**src/rtl/w_sched_pkg.sv**
```systemverilog
// Shared definitions for the weight-tile scheduler: FSM state encoding and a
// small unsigned min() helper used for edge-tile sizing.
package w_sched_pkg;

  localparam int STATE_W = 3;

  localparam logic [STATE_W-1:0] S_IDLE      = 3'd0;
  localparam logic [STATE_W-1:0] S_LOAD      = 3'd1;
  localparam logic [STATE_W-1:0] S_RELEASE   = 3'd2;
  localparam logic [STATE_W-1:0] S_ADVANCE   = 3'd3;
  localparam logic [STATE_W-1:0] S_WAIT_BANK = 3'd4;
  localparam logic [STATE_W-1:0] S_DRAIN     = 3'd5;

  function automatic int unsigned min_u(input int unsigned a, input int unsigned b);
    return (a < b) ? a : b;
  endfunction

endpackage

```
**src/rtl/w_bank_tracker.sv**
```systemverilog
// Two-entry ping-pong bank tracker: full flags plus stored tile sizes, zero-latency read side.
// A set (producer) and a clear (consumer) in the same cycle always target different banks.
module w_bank_tracker #(
  parameter int SIZE_W = 7
) (
  input  logic              clk,
  input  logic              rst,
  input  logic              set_i,
  input  logic [SIZE_W-1:0] set_col_i,
  input  logic [SIZE_W-1:0] set_row_i,
  input  logic              clr_i,
  output logic [1:0]        full_o,
  output logic              wr_ptr_o,
  output logic              rd_ptr_o,
  output logic [SIZE_W-1:0] rd_col_o,
  output logic [SIZE_W-1:0] rd_row_o
);

  logic [1:0]             full_q, full_d;
  logic                   wr_q, wr_d;
  logic                   rd_q, rd_d;
  logic [1:0][SIZE_W-1:0] col_q, col_d;
  logic [1:0][SIZE_W-1:0] row_q, row_d;

  always_comb begin
    full_d = full_q;
    wr_d   = wr_q;
    rd_d   = rd_q;
    col_d  = col_q;
    row_d  = row_q;
    if (set_i) begin
      full_d[wr_q] = 1'b1;
      col_d[wr_q]  = set_col_i;
      row_d[wr_q]  = set_row_i;
      wr_d         = ~wr_q;
    end
    // Consume only ever retires a bank that is actually holding a tile.
    if (clr_i && full_q[rd_q]) begin
      full_d[rd_q] = 1'b0;
      rd_d         = ~rd_q;
    end
  end

  always_ff @(posedge clk or posedge rst) begin
    if (rst) begin
      full_q <= 2'b00;
      wr_q   <= 1'b0;
      rd_q   <= 1'b0;
      col_q  <= '0;
      row_q  <= '0;
    end else begin
      full_q <= full_d;
      wr_q   <= wr_d;
      rd_q   <= rd_d;
      col_q  <= col_d;
      row_q  <= row_d;
    end
  end

  assign full_o   = full_q;
  assign wr_ptr_o = wr_q;
  assign rd_ptr_o = rd_q;
  assign rd_col_o = col_q[rd_q];
  assign rd_row_o = row_q[rd_q];

endmodule

```
**src/rtl/w_tile_scheduler.sv**
```systemverilog
// Walks a weight matrix in row-major tiles, drives the w_ram generator into alternating banks
// and hands finished banks to the compute array via valid/ready; loading stalls while both banks are full.
module w_tile_scheduler #(
  parameter int INTEGER_BIT      = 7,
  parameter int W_RAM_ADDR_WIDTH = 7,
  parameter int TILE_COLS        = 8,
  parameter int TILE_ROWS        = 8,
  parameter int BANK_OFFSET      = 2 ** (W_RAM_ADDR_WIDTH - 1)
) (
  input  logic                        clk,
  input  logic                        rst,
  input  logic                        start,
  input  logic                        ws_os,
  input  logic [INTEGER_BIT-1:0]      mat_col_size,
  input  logic [INTEGER_BIT-1:0]      mat_row_size,
  output logic                        busy,
  output logic                        done,
  output logic                        gen_enable,
  input  logic                        gen_finish,
  output logic                        gen_ws_os,
  output logic [INTEGER_BIT-1:0]      gen_col_size,
  output logic [INTEGER_BIT-1:0]      gen_row_size,
  output logic [INTEGER_BIT-1:0]      gen_bram_col_size,
  output logic [INTEGER_BIT-1:0]      gen_bram_row_size,
  output logic [INTEGER_BIT-1:0]      gen_bram_col_start_index,
  output logic [INTEGER_BIT-1:0]      gen_bram_row_start_index,
  output logic [W_RAM_ADDR_WIDTH-1:0] gen_w_ram_start_addr,
  output logic                        tile_valid,
  input  logic                        tile_ready,
  output logic                        tile_bank,
  output logic [INTEGER_BIT-1:0]      tile_col_size,
  output logic [INTEGER_BIT-1:0]      tile_row_size
);

  import w_sched_pkg::*;

  localparam int IDXW = INTEGER_BIT + 1;

  logic [STATE_W-1:0]     state_q, state_d;
  logic                   ws_os_q, ws_os_d;
  logic [INTEGER_BIT-1:0] mcol_q, mcol_d;
  logic [INTEGER_BIT-1:0] mrow_q, mrow_d;
  logic [IDXW-1:0]        col_idx_q, col_idx_d;
  logic [IDXW-1:0]        row_idx_q, row_idx_d;
  logic                   done_q, done_d;

  logic [IDXW-1:0]        mcol_ext, mrow_ext;
  logic [IDXW-1:0]        rem_col, rem_row;
  logic [IDXW-1:0]        col_sum, row_sum;
  logic                   row_wrap, last_tile;

  logic [1:0]             bank_full;
  logic                   wr_bank, rd_bank;
  logic                   load_done;

  // Indices live one bit wider than the size fields so idx+TILE never wraps.
  assign mcol_ext  = {1'b0, mcol_q};
  assign mrow_ext  = {1'b0, mrow_q};
  assign rem_col   = (col_idx_q >= mcol_ext) ? '0 : (mcol_ext - col_idx_q);
  assign rem_row   = (row_idx_q >= mrow_ext) ? '0 : (mrow_ext - row_idx_q);
  assign col_sum   = col_idx_q + IDXW'(TILE_COLS);
  assign row_sum   = row_idx_q + IDXW'(TILE_ROWS);
  assign row_wrap  = (row_sum >= mrow_ext);
  assign last_tile = row_wrap && (col_sum >= mcol_ext);

  assign gen_col_size = INTEGER_BIT'(min_u(32'(TILE_COLS), 32'(rem_col)));
  assign gen_row_size = INTEGER_BIT'(min_u(32'(TILE_ROWS), 32'(rem_row)));

  assign load_done = (state_q == S_LOAD) && gen_finish;

  always_comb begin
    state_d   = state_q;
    ws_os_d   = ws_os_q;
    mcol_d    = mcol_q;
    mrow_d    = mrow_q;
    col_idx_d = col_idx_q;
    row_idx_d = row_idx_q;
    done_d    = 1'b0;
    case (state_q)
      S_IDLE: begin
        if (start) begin
          ws_os_d   = ws_os;
          mcol_d    = mat_col_size;
          mrow_d    = mat_row_size;
          col_idx_d = '0;
          row_idx_d = '0;
          if ((mat_col_size == '0) || (mat_row_size == '0)) begin
            state_d = S_DRAIN;
          end else begin
            state_d = S_WAIT_BANK;
          end
        end
      end
      S_WAIT_BANK: begin
        if (!bank_full[wr_bank]) begin
          state_d = S_LOAD;
        end
      end
      S_LOAD: begin
        if (gen_finish) begin
          state_d = S_RELEASE;
        end
      end
      // One idle cycle with gen_enable low lets the generator reset its counter.
      S_RELEASE: begin
        state_d = S_ADVANCE;
      end
      S_ADVANCE: begin
        if (row_wrap) begin
          row_idx_d = '0;
          col_idx_d = col_sum;
        end else begin
          row_idx_d = row_sum;
        end
        state_d = last_tile ? S_DRAIN : S_WAIT_BANK;
      end
      S_DRAIN: begin
        if (bank_full == 2'b00) begin
          done_d  = 1'b1;
          state_d = S_IDLE;
        end
      end
      default: begin
        state_d = S_IDLE;
      end
    endcase
  end

  always_ff @(posedge clk or posedge rst) begin
    if (rst) begin
      state_q   <= S_IDLE;
      ws_os_q   <= 1'b0;
      mcol_q    <= '0;
      mrow_q    <= '0;
      col_idx_q <= '0;
      row_idx_q <= '0;
      done_q    <= 1'b0;
    end else begin
      state_q   <= state_d;
      ws_os_q   <= ws_os_d;
      mcol_q    <= mcol_d;
      mrow_q    <= mrow_d;
      col_idx_q <= col_idx_d;
      row_idx_q <= row_idx_d;
      done_q    <= done_d;
    end
  end

  w_bank_tracker #(
    .SIZE_W (INTEGER_BIT)
  ) u_bank_tracker (
    .clk       (clk),
    .rst       (rst),
    .set_i     (load_done),
    .set_col_i (gen_col_size),
    .set_row_i (gen_row_size),
    .clr_i     (tile_ready),
    .full_o    (bank_full),
    .wr_ptr_o  (wr_bank),
    .rd_ptr_o  (rd_bank),
    .rd_col_o  (tile_col_size),
    .rd_row_o  (tile_row_size)
  );

  // Decoded straight from the async-reset state register, so rst drops it immediately.
  assign gen_enable = (state_q == S_LOAD);
  assign busy       = (state_q != S_IDLE);
  assign done       = done_q;

  assign gen_ws_os                = ws_os_q;
  assign gen_bram_col_size        = mcol_q;
  assign gen_bram_row_size        = mrow_q;
  assign gen_bram_col_start_index = col_idx_q[INTEGER_BIT-1:0];
  assign gen_bram_row_start_index = row_idx_q[INTEGER_BIT-1:0];
  assign gen_w_ram_start_addr     = wr_bank ? W_RAM_ADDR_WIDTH'(BANK_OFFSET) : '0;

  assign tile_valid = bank_full[rd_bank];
  assign tile_bank  = rd_bank;

endmodule

```
**config.mk**
```make
export PLATFORM = sky130hd
export DESIGN_NAME = w_tile_scheduler
export DESIGN_NICKNAME = d
export VERILOG_FILES = /design/src/rtl/w_sched_pkg.sv /design/src/rtl/w_bank_tracker.sv /design/src/rtl/w_tile_scheduler.sv
export SDC_FILE = /design/constraint.sdc
export NUM_CORES = 1
export LEC_CHECK = 0
export BUFFER_PORTS_ARGS = -buffer_cell sky130_fd_sc_hd__buf_2
export CELL_PAD_IN_SITES_DETAIL_PLACEMENT = 0
export CELL_PAD_IN_SITES_GLOBAL_PLACEMENT = 1
export CORE_ASPECT_RATIO = 0.5
export CORE_MARGIN = 1
export CORE_UTILIZATION = 37
export DETAILED_ROUTE_END_ITERATION = 10
export GPL_TIMING_DRIVEN = 0
export PLACE_DENSITY = 0.76
export SLEW_MARGIN = 20
export SYNTH_ARGS = -nofsm -noshare
export SYNTH_HDL_FRONTEND = slang
export SYNTH_HIERARCHICAL = 1
export SYNTH_SLANG_ARGS = --single-unit
```
**constraint.sdc**
```tcl
create_clock -name clk -period 2 [get_ports clk]
set_input_delay 0.3 -clock clk [delete_from_list [all_inputs] [get_ports clk]]
set_output_delay 0.3 -clock clk [all_outputs]
set_load 0.05 [all_outputs]
```
Word level (Yosys, flattened, before mapping)
Cells that the tools add are included.
{"block": "totals", "ff_bits": 67, "inputBits": 20, "out_inout_bits": 69, "elab_cells": 96}
{"block": "op_classes", "addsub": 4, "magnitude_cmp": 10, "eq_ne": 10, "n_mux": 37, "bitwise": 5, "reduce_logical": 16}
{"cell": "7-bit 2-to-1 mux", "count": 8}
{"cell": "8-bit 2-to-1 mux", "count": 5}
{"cell": "8-bit by 7-bit greater-or-equal comparator with 1-bit output", "count": 4}
{"cell": "8-bit case mux with 2 select lines", "count": 2}
{"cell": "14-bit bitwise mux", "count": 2}
{"cell": "3-bit case mux with 6 select lines", "count": 1}
{"cell": "8-bit by 4-bit adder with 8-bit output (second input constant)", "count": 2}
{"cell": "4-bit by 8-bit less-than comparator with 1-bit output (first input constant)", "count": 2}
{"cell": "7-bit by 8-bit subtractor with 8-bit output", "count": 2}
{"cell": "7-bit logical NOT", "count": 2}
{"cell": "3-bit 2-to-1 mux", "count": 4}
{"cell": "1-bit 2-to-1 mux", "count": 10}
{"cell": "2-bit inequality test (second input constant)", "count": 4}
{"cell": "7-bit demux with 1-bit select", "count": 1}
{"cell": "3-bit by 2-bit equality test with 1-bit output (second input constant)", "count": 2}
{"cell": "3-bit equality test (second input constant)", "count": 2}
{"cell": "1-bit logical AND", "count": 5}
{"cell": "1-bit by 2-bit less-than comparator with 1-bit output (second input constant)", "count": 2}
{"cell": "2-bit 2-to-1 mux", "count": 2}
{"cell": "2-bit AND reduction", "count": 2}
{"cell": "4-bit AND reduction", "count": 1}
{"cell": "3-bit by 1-bit equality test with 1-bit output (second input constant)", "count": 1}
{"cell": "3-bit logical NOT", "count": 1}
{"cell": "3-bit AND reduction", "count": 1}
{"cell": "11 further kinds", "count": 14}

Longest topological paths before layout
Gate-level depths: netlist of the first run.
{"block": "depth", "depth_word": 8, "mapped_depth": 8, "ltp_nobuf": 8}

Modules after synthesis
The synthesis of the first run kept the hierarchy.
{"mod": "w_tile_scheduler", "n_inst": 1, "cells_per_inst": 279, "area_each_um2": 2347.3, "seq_area_each_um2": 725.7}
{"mod": "w_bank_tracker", "n_inst": 1, "cells_per_inst": 89, "area_each_um2": 1417.6, "seq_area_each_um2": 800.8}

Worst setup path after synthesis of the first run
Ideal clock, no wire load.
{"block": "synth_timing", "path_type": "reg2reg", "startpoint": "register mrow_q[3] (netlist: gen_bram_row_size[3])", "endpoint": "register u_bank_tracker/row_q[7] in the netlist's numbering", "setup_ps": 73, "arrival_ps": 3323, "required_ps": 1927, "slack_ps": -1397, "path_stages_with_launch": 9, "path_buffers": 0, "period_less_slack_ps": 3397, "cell_sequence": "dfrtp_1 -> inv_1 -> ha_1 -> inv_1 -> a21oi_1 -> o21ai_0 -> mux2i_1 -> nor3b_1 -> mux2_2"}
{"block": "synth_between", "elab_chain_len": 5, "word_cells_on_any_way": 6, "cone_classes": "add/sub (1); order compare (2); mux (3)"}
{"item": "from (decl)", "line": "w_tile_scheduler.sv:42", "rtl": "logic [INTEGER_BIT-1:0] mrow_q, mrow_d;"}
{"item": "from (signal assigned)", "line": "w_tile_scheduler.sv:142", "rtl": "mrow_q <= mrow_d;"}
{"item": "7-bit by 8-bit subtractor with 8-bit output or 8-bit by 7-bit greater-or-equal comparator with 1-bit output (tied branches)", "line": "w_tile_scheduler.sv:60", "rtl": "assign rem_row = (row_idx_q >= mrow_ext) ? '0 : (mrow_ext - row_idx_q);"}
{"item": "8-bit 2-to-1 mux (*)", "line": "w_tile_scheduler.sv:60"}
{"item": "4-bit by 8-bit less-than comparator with 1-bit output", "line": "w_sched_pkg.sv:15", "rtl": "return (a < b) ? a : b;"}
{"item": "7-bit 2-to-1 mux (*)", "line": "w_sched_pkg.sv:15"}
{"item": "net gen_row_size[0]", "line": "w_tile_scheduler.sv:22", "rtl": "output logic [INTEGER_BIT-1:0] gen_row_size,"}
{"item": "14-bit bitwise mux (*)", "line": "w_bank_tracker.sv:34", "rtl": "row_d[wr_q] = set_row_i;"}
{"item": "to (signal assigned)", "line": "w_bank_tracker.sv:56", "rtl": "row_q <= row_d;"}
{"item": "to (decl)", "line": "w_bank_tracker.sv:23", "rtl": "logic [1:0][SIZE_W-1:0] row_q, row_d;"}
Mark *: on every way through the listed nets, which the timed path passes. The rest lies on a longest branch.
A chain may end at the register's enable or synchronous reset.

Final worst setup path of the first run
{"block": "layout_timing", "startpoint": "register col_idx_q[6]", "endpoint": "output port gen_col_size[0]"}
{"block": "layout_between", "elab_chain_len": 4, "word_cells_on_any_way": 5, "cone_classes": "add/sub (1); order compare (2); mux (2)"}
{"item": "from (decl)", "line": "w_tile_scheduler.sv:43", "rtl": "logic [IDXW-1:0] col_idx_q, col_idx_d;"}
{"item": "from (signal assigned)", "line": "w_tile_scheduler.sv:143", "rtl": "col_idx_q <= col_idx_d;"}
{"item": "7-bit by 8-bit subtractor with 8-bit output or 8-bit by 7-bit greater-or-equal comparator with 1-bit output (tied branches)", "line": "w_tile_scheduler.sv:59", "rtl": "assign rem_col = (col_idx_q >= mcol_ext) ? '0 : (mcol_ext - col_idx_q);"}
{"item": "8-bit 2-to-1 mux (*)", "line": "w_tile_scheduler.sv:59"}
{"item": "4-bit by 8-bit less-than comparator with 1-bit output", "line": "w_sched_pkg.sv:15"}
{"item": "7-bit 2-to-1 mux (*)", "line": "w_sched_pkg.sv:15"}
{"item": "to (decl)", "line": "w_tile_scheduler.sv:21", "rtl": "output logic [INTEGER_BIT-1:0] gen_col_size,"}
Every way passes the cells marked *; elsewhere a longest branch is shown, timed or not.

==> results of run 1 <==
## state kept, by name, indices dropped and copies added, names as in the netlist
signal,count
col_idx_q,5
done,1
gen_bram_col_size,7
gen_bram_row_size,7
gen_ws_os,1
row_idx_q,5
state_q,3
u_bank_tracker/col_q,14
u_bank_tracker/full_o,2
u_bank_tracker/rd_ptr_o,1
u_bank_tracker/row_q,14
u_bank_tracker/wr_ptr_o,1
## power by group
group	switching [W]	internal, W
clock	0.000576	0.00109
sequential	0.000393	0.00174
combinational	0.00406	0.00280
total	0.00503	0.00562
## through the flow
step / std cells / cell area (um2) / worst slack [ns] / setup TNS, ns
floorplan: 400 / 4200 / -0.226 / -4.00
global placement: 605 / 4720 / -0.367 / -4.30
detailed placement: 605 / 4720 / -0.349 / -4.05
CTS: 652 / 5520 / -0.382 / -4.60
global route: 658 / 5680 / -0.432 / -5.23
finish: 658 / 5680 / -0.362 / -3.14
## kinds of logic (layout without fill, tap and decap cells)
kind of cell / after synthesis / count (layout)
xor gates and xnor gates: 11 / 11
buffers and inverters: 64 / 187
AOI/OAI and AO/OA: 63 / 63
DFF: 61 / 61
other: 2 / 34
adders and majority gates: 22 / 22
and+or+nand+nor: 98 / 98
muxes: 47 / 47
## final cells by class
class                           count  area (um2)  area share [%]
Multi-Input combinational cell    275        2520            44.4
Inverter                           26         103            1.81
Tap cell                          135         169            2.97
Clock buffer                       10         229            4.03
Timing Repair Buffer              107         717            12.6
Sequential cell                    61        1540            27.1
Clock inverter                      6        87.6            1.54
Buffer                             38         313            5.51
## per-layer routing
layer,vias up,share of wire (%),wire length (um),track usage [%]
met5,-,0,0,0
met3,17,4.3,405,4.82
met4,0,2.0,185,6.90
met1,1458,49,4610,25.5
met2,68,44,4130,29.0
li1,1532,-,-,-
## worst max-delay path, stage by stage, from the launching register on
cell and delay (ns):
dfrtp_1 0.42, inv_2 0.13, ha_4 0.21, nor3b_1 0.14
a21oi_2 0.22, nand2_4 0.11, nor3b_4 0.29, buf_6 0.20
## cells in the mapped netlist, drive strengths merged, types with 7 or more instances
master | number | area [um2]
buf | 38 | 282
nor2 | 10 | 40.0
inv | 26 | 97.6
dfrtp | 61 | 1530
nand2 | 37 | 141
ha | 22 | 275
o21ai | 26 | 130
mux2 | 44 | 529
nor3b | 10 | 75.1
nor3 | 12 | 65.1
nand3 | 7 | 35.0
a21oi | 13 | 65.1
## worst paths after layout
check / from / endpoint / cells past startpoint
min reg2reg: gen_ws_os$_DFFE_PP0P_ / gen_ws_os$_DFFE_PP0P_ / 2
max reg2reg: row_idx_q[4]$_DFFE_PP0P_ / col_idx_q[5]$_DFFE_PP0P_ / 9
min in group clk: mat_row_size[2] / gen_bram_row_size[2]$_DFFE_PP0P_ / 3
max in group asynchronous: rst / gen_bram_col_size[5]$_DFFE_PP0P_ / 2
min: rst / state_q[2]$_DFFE_PP0P_ / 2
max: col_idx_q[6]$_DFFE_PP0P_ / gen_col_size[0] / 7
## what timing repair did
item / in CTS / in global routing
gates resized for setup: 63 / 25
buffers inserted: 31 / 10
endpoints found under the setup margin: 39 / 32
pin swaps: 25 / 31
==> metrics.yaml, run 1 <==
max_clock_freq_ghz: 0.423
post-route-period-util_pct: 118
setup_slack_ns: -0.362
min_path_type: "primary input to async pin"
clock_insertion_delay_worst_skew_ns: 0.33
required_ns: 1.70
fillers: 817
r2r_slack_ns: -0.10
status: "complete, but fails checks"
ant_nets: 0
ys_seq_area_share_pct: 40.5
dr.pass1.iters: 4
start_kind: "flip-flop"
cts_inserted_buffers: 9
cap_viol_max_count: 0
rsz0062_at_grt: "yes"
synth_compound_area_share_pct: 11.2
wl_um: 9320
cts_tree: "built"
wire_per_inst_um: 14.2
io_buffers: 70
netlist_area_um2: 3760
fp.dieH_um: 73.3
synthSimpleGateAreaFrac_pct: 13.3
slew_headroom_pct: 55.0
leakagePower_nw: 2.71
power_density_nw_per_um2: 1870
synth_flop_cell: "dfrtp_1"
io_pins: 89
mostFrequentLayoutCell: "buf_2"
core-area_um2: 9670
final_cell_mix: "buf_2 (65), buf_4 (57), dfrtp_1 (50)"
finalPower_w: 0.0106
violations: "setup timing"
num_antenna_cells: 0
synth_cell_type_count: 48
slew_violations: 0
ys_async_sr_fraction_pct: 100
drive_gt1_share_pct: 55.8
synth.avg_cell_area_um2: 10.2
fin_skew_ns: 0.00605
cts_buffer_depth: 2
synthXorXnorAreaFrac_pct: 2.56
grt_pass1_vias: 2864
synth_top_family_by_area: "multiplexers"
grt_max_degree: 33
holdWs_ns: 0.0793
cts_num_sinks: 61
viasPerCell: 4.67
ys_ff_latch: 61
hold_violations: 0
place_congestion: 0.798
synth_edf_count: 0
grt_usage_pct: 18.8
synth.mux.area_fraction_pct: 14.9
worst_pin_slew_ns: 0.673
grt_overflow_total: 0
grt_antenna_before_repair: 0
htree_levels: 3
clk_pin_slew_worst_paths_ns: 0.06
fin_nets: 560
worstPathArrival_ns: 2.06
post-route-min-period_ns: 2.36
worstPathMaxFanout: 4
ys_warn_count: 6
synth_fa_ha_area_share_pct: 7.31
drc: 0
start_util_pct: 39.0
dieWidth_um: 145
worst_setup_path_end_kind: "output port"
fp-row-count: 25
cts_hold_buf: 0
dp_hpwl_um: 6460
setup_viol: 25
fin_util_pct: 58.8
criticalPathCategory: "flip-flop to output port"
vias: 3075
die_area_um2: 10600
synth_cells: 368
root_buffer: "clkbuf_16"
areaGrowthSynthToFinish_pct: 50.9
drt_iter0_drc: 141
peakVddDrop_uv: 727
grt_pass1_wl_um: 14700
(Power assumes the default switching activity.)
==> inputs of run 2 (changes only) <==
- CTS_CLUSTER_DIAMETER: unset -> 40
- SKIP_LAST_GASP: unset -> 1
==> run 2 against run 1 <==
Effect of this change: fmax down 1.5%; power down 0.14%; clock skew down 0.0018 ns; clock power hardly changed; cell count is 0.15% higher; register-to-register slack lost 0.08 ns; routed wire length rose by 3.0%; the flow still finishes with violations (setup timing); setup slack worse by 0.036 ns; utilization grew 0.23 points; non-clock buffer count increased by 1; worst hold slack gained 0.0025 ns; critical path depth unchanged.
==> metrics.yaml, run 2 (synthesis results as in run 1) <==
final_cell_mix: "buf_2 (65), buf_4 (58), dfrtp_1 (50)"  # was buf_2 (65), buf_4 (57), dfrtp_1 (50)
worst_setup_path_end_kind: "output port"  # unchanged
io_buffers: 70  # unchanged
grt_pass1_vias: 2852  # was 2864
drt_iter0_drc: 126  # was 141
drive_gt1_share_pct: 56.5  # was 55.8%
mostFrequentLayoutCell: "buf_2"  # unchanged
leakagePower_nw: 2.72  # was 2.71 nW
r2r-start: "row_idx_q[4]$_DFFE_PP0P_"  # unchanged
cap_viol_max_count: 0  # unchanged
required_ns: 1.70  # about the same
top_regs: "u_bank_tracker/col_q: 14 flops, u_bank_tracker/row_q: 14 flops"  # unchanged
num_antenna_cells: 0  # unchanged
cts_inserted_buffers: 9  # unchanged
cp_top_family: "simple AND/OR/NAND/NOR gates"  # unchanged
slowest_stage: "dfrtp_1"  # unchanged
peakVddDrop_uv: 707  # was 727 uV
dr.pass1.iters: 4  # unchanged
placed_area_um2: 4720  # unchanged
slew_headroom_pct: 55.0  # about the same
grt_antenna_before_repair: 0  # unchanged
vias: 3071  # was 3075
fin_area_um2: 5700  # was 5680 um2
core-area_um2: 9670  # unchanged
status: "complete, but fails checks"  # unchanged
cts_buffer_depth: 2  # unchanged
clk_pin_slew_worst_paths_ns: 0.06  # about the same
setup_slack_ns: -0.397  # was -0.362 ns
slowest_delay_ns: 0.41  # was 0.42 ns
wire_per_inst_um: 14.6  # was 14.2 um
worstPathArrival_ns: 2.10  # was 2.06 ns
violations: "setup timing"  # unchanged
stdcell_count: 659  # was 658
grt_usage_pct: 18.9  # was 18.8%
wl_um: 9600  # was 9320 um
power_density_nw_per_um2: 1860  # was 1870 nW/um2
path_cells: "inv_2 > ha_4 > nor3b_1 > a21oi_2 > nand2_4 > nor3b_4 > buf_6"  # unchanged
setup_viol: 28  # was 25
cts_tree: "built"  # unchanged
grt_overflow_total: 0  # unchanged
fp-row-count: 25  # unchanged
die_area_um2: 10600  # unchanged
viasPerCell: 4.66  # was 4.67
io_pins: 89  # unchanged
cts_num_sinks: 61  # unchanged
cp_num_buf_inv: 2  # unchanged
crit_path_start: "col_idx_q[6]$_DFFE_PP0P_"  # unchanged
drc: 0  # unchanged
root_buffer: "clkbuf_16"  # unchanged
hold_violations: 0  # unchanged
min_path_type: "primary input to async pin"  # unchanged
worst_pin_slew_ns: 0.674  # was 0.673 ns
place_congestion: 0.798  # unchanged
grt_max_degree: 33  # unchanged
cts_hold_buf: 0  # unchanged
start_kind: "flip-flop"  # unchanged
htree_levels: 3  # unchanged
fp.dieH_um: 73.3  # unchanged
dp_cells: 605  # unchanged
rsz0062_at_grt: "yes"  # unchanged
post-route-period-util_pct: 120  # was 118%
fin_skew_ns: 0.00426  # was 0.00605 ns
worstPathMaxFanout: 6  # was 4
grt_pass1_wl_um: 14800  # was 14700 um
max_clock_freq_ghz: 0.417  # was 0.423 GHz
slew_violations: 0  # unchanged
clock_insertion_delay_worst_skew_ns: 0.33  # about the same
areaGrowthSynthToFinish_pct: 51.5  # was 50.9%
ant_nets: 0  # unchanged
criticalPathCategory: "flip-flop to output port"  # unchanged
fin_nets: 561  # was 560
post-route-min-period_ns: 2.40  # was 2.36 ns
start_util_pct: 39.0  # unchanged
dieWidth_um: 145  # unchanged
dp_hpwl_um: 6460  # unchanged
## run 2: changes by cell type in the layout (fill, tap and decap cells not counted), sizes merged
cell,delta
buf,+1
## run 2: stage by stage
| stage | total power [W] | utilization (%) | setup WS (ns) | hold slack [ns] | TNS [ns] |
|---|---|---|---|---|---|
| 2_1_floorplan | 0.00675 | - | -0.226 | 0.378 | -4.00 |
| 3_3_place_gp | 0.00781 | 48.9 | -0.367 | 0.458 | -4.30 |
| 3_5_place_dp | 0.00784 | 48.9 | -0.349 | 0.455 | -4.05 |
| 4_1_cts | 0.0104 | 57.1 | -0.382 | 0.0967 | -4.64 |
| 5_1_grt | 0.0112 | 59.0 | -0.442 | 0.138 | -5.89 |
| 6_report | 0.0106 | 59.0 | -0.397 | 0.0818 | -3.85 |
## run 2: cell type report
class	instances	area, um2
fillers	818	3960
multi-input cells	275	2540
inverters	26	103
well taps	135	169
flip-flops and latches	61	1540
clock buffers	10	229
plain buffers	38	313
repair buffers	108	724
clock inverters	6	87.6
## run 2: metal layers
layer,vias up,GRT usage (%),share of wire (%)
met5,-,0,0
li1,1526,-,-
met1,1484,25.6,49
met3,4,5.22,3.4
met4,0,6.67,0.88
met2,57,29.1,46
## run 2: final timing paths
path                                                     to  cells after the start  slack (ns)
max                                         gen_col_size[0]                      7       -0.40
min reg2reg                           gen_ws_os$_DFFE_PP0P_                      2        0.48
max in group asynchronous  gen_bram_col_size[5]$_DFFE_PP0P_                      2        1.44
max reg2reg                        col_idx_q[5]$_DFFE_PP0P_                      9       -0.18
min in group clk           gen_bram_row_size[2]$_DFFE_PP0P_                      3        0.17
min                        gen_bram_row_size[1]$_DFFE_PP0P_                      2        0.08
## run 2: report_power, final
group          leakage (nW)  switching (W)  internal, W
combinational          1.81        0.00408      0.00276
sequential            0.774       0.000395      0.00174
clock                 0.145       0.000573      0.00109
## run 2: repair_timing
action,in CTS,in global routing
setup buffers,31,12
pin swaps,25,32
resized for setup,60,32
setup endpoints to repair,39,32
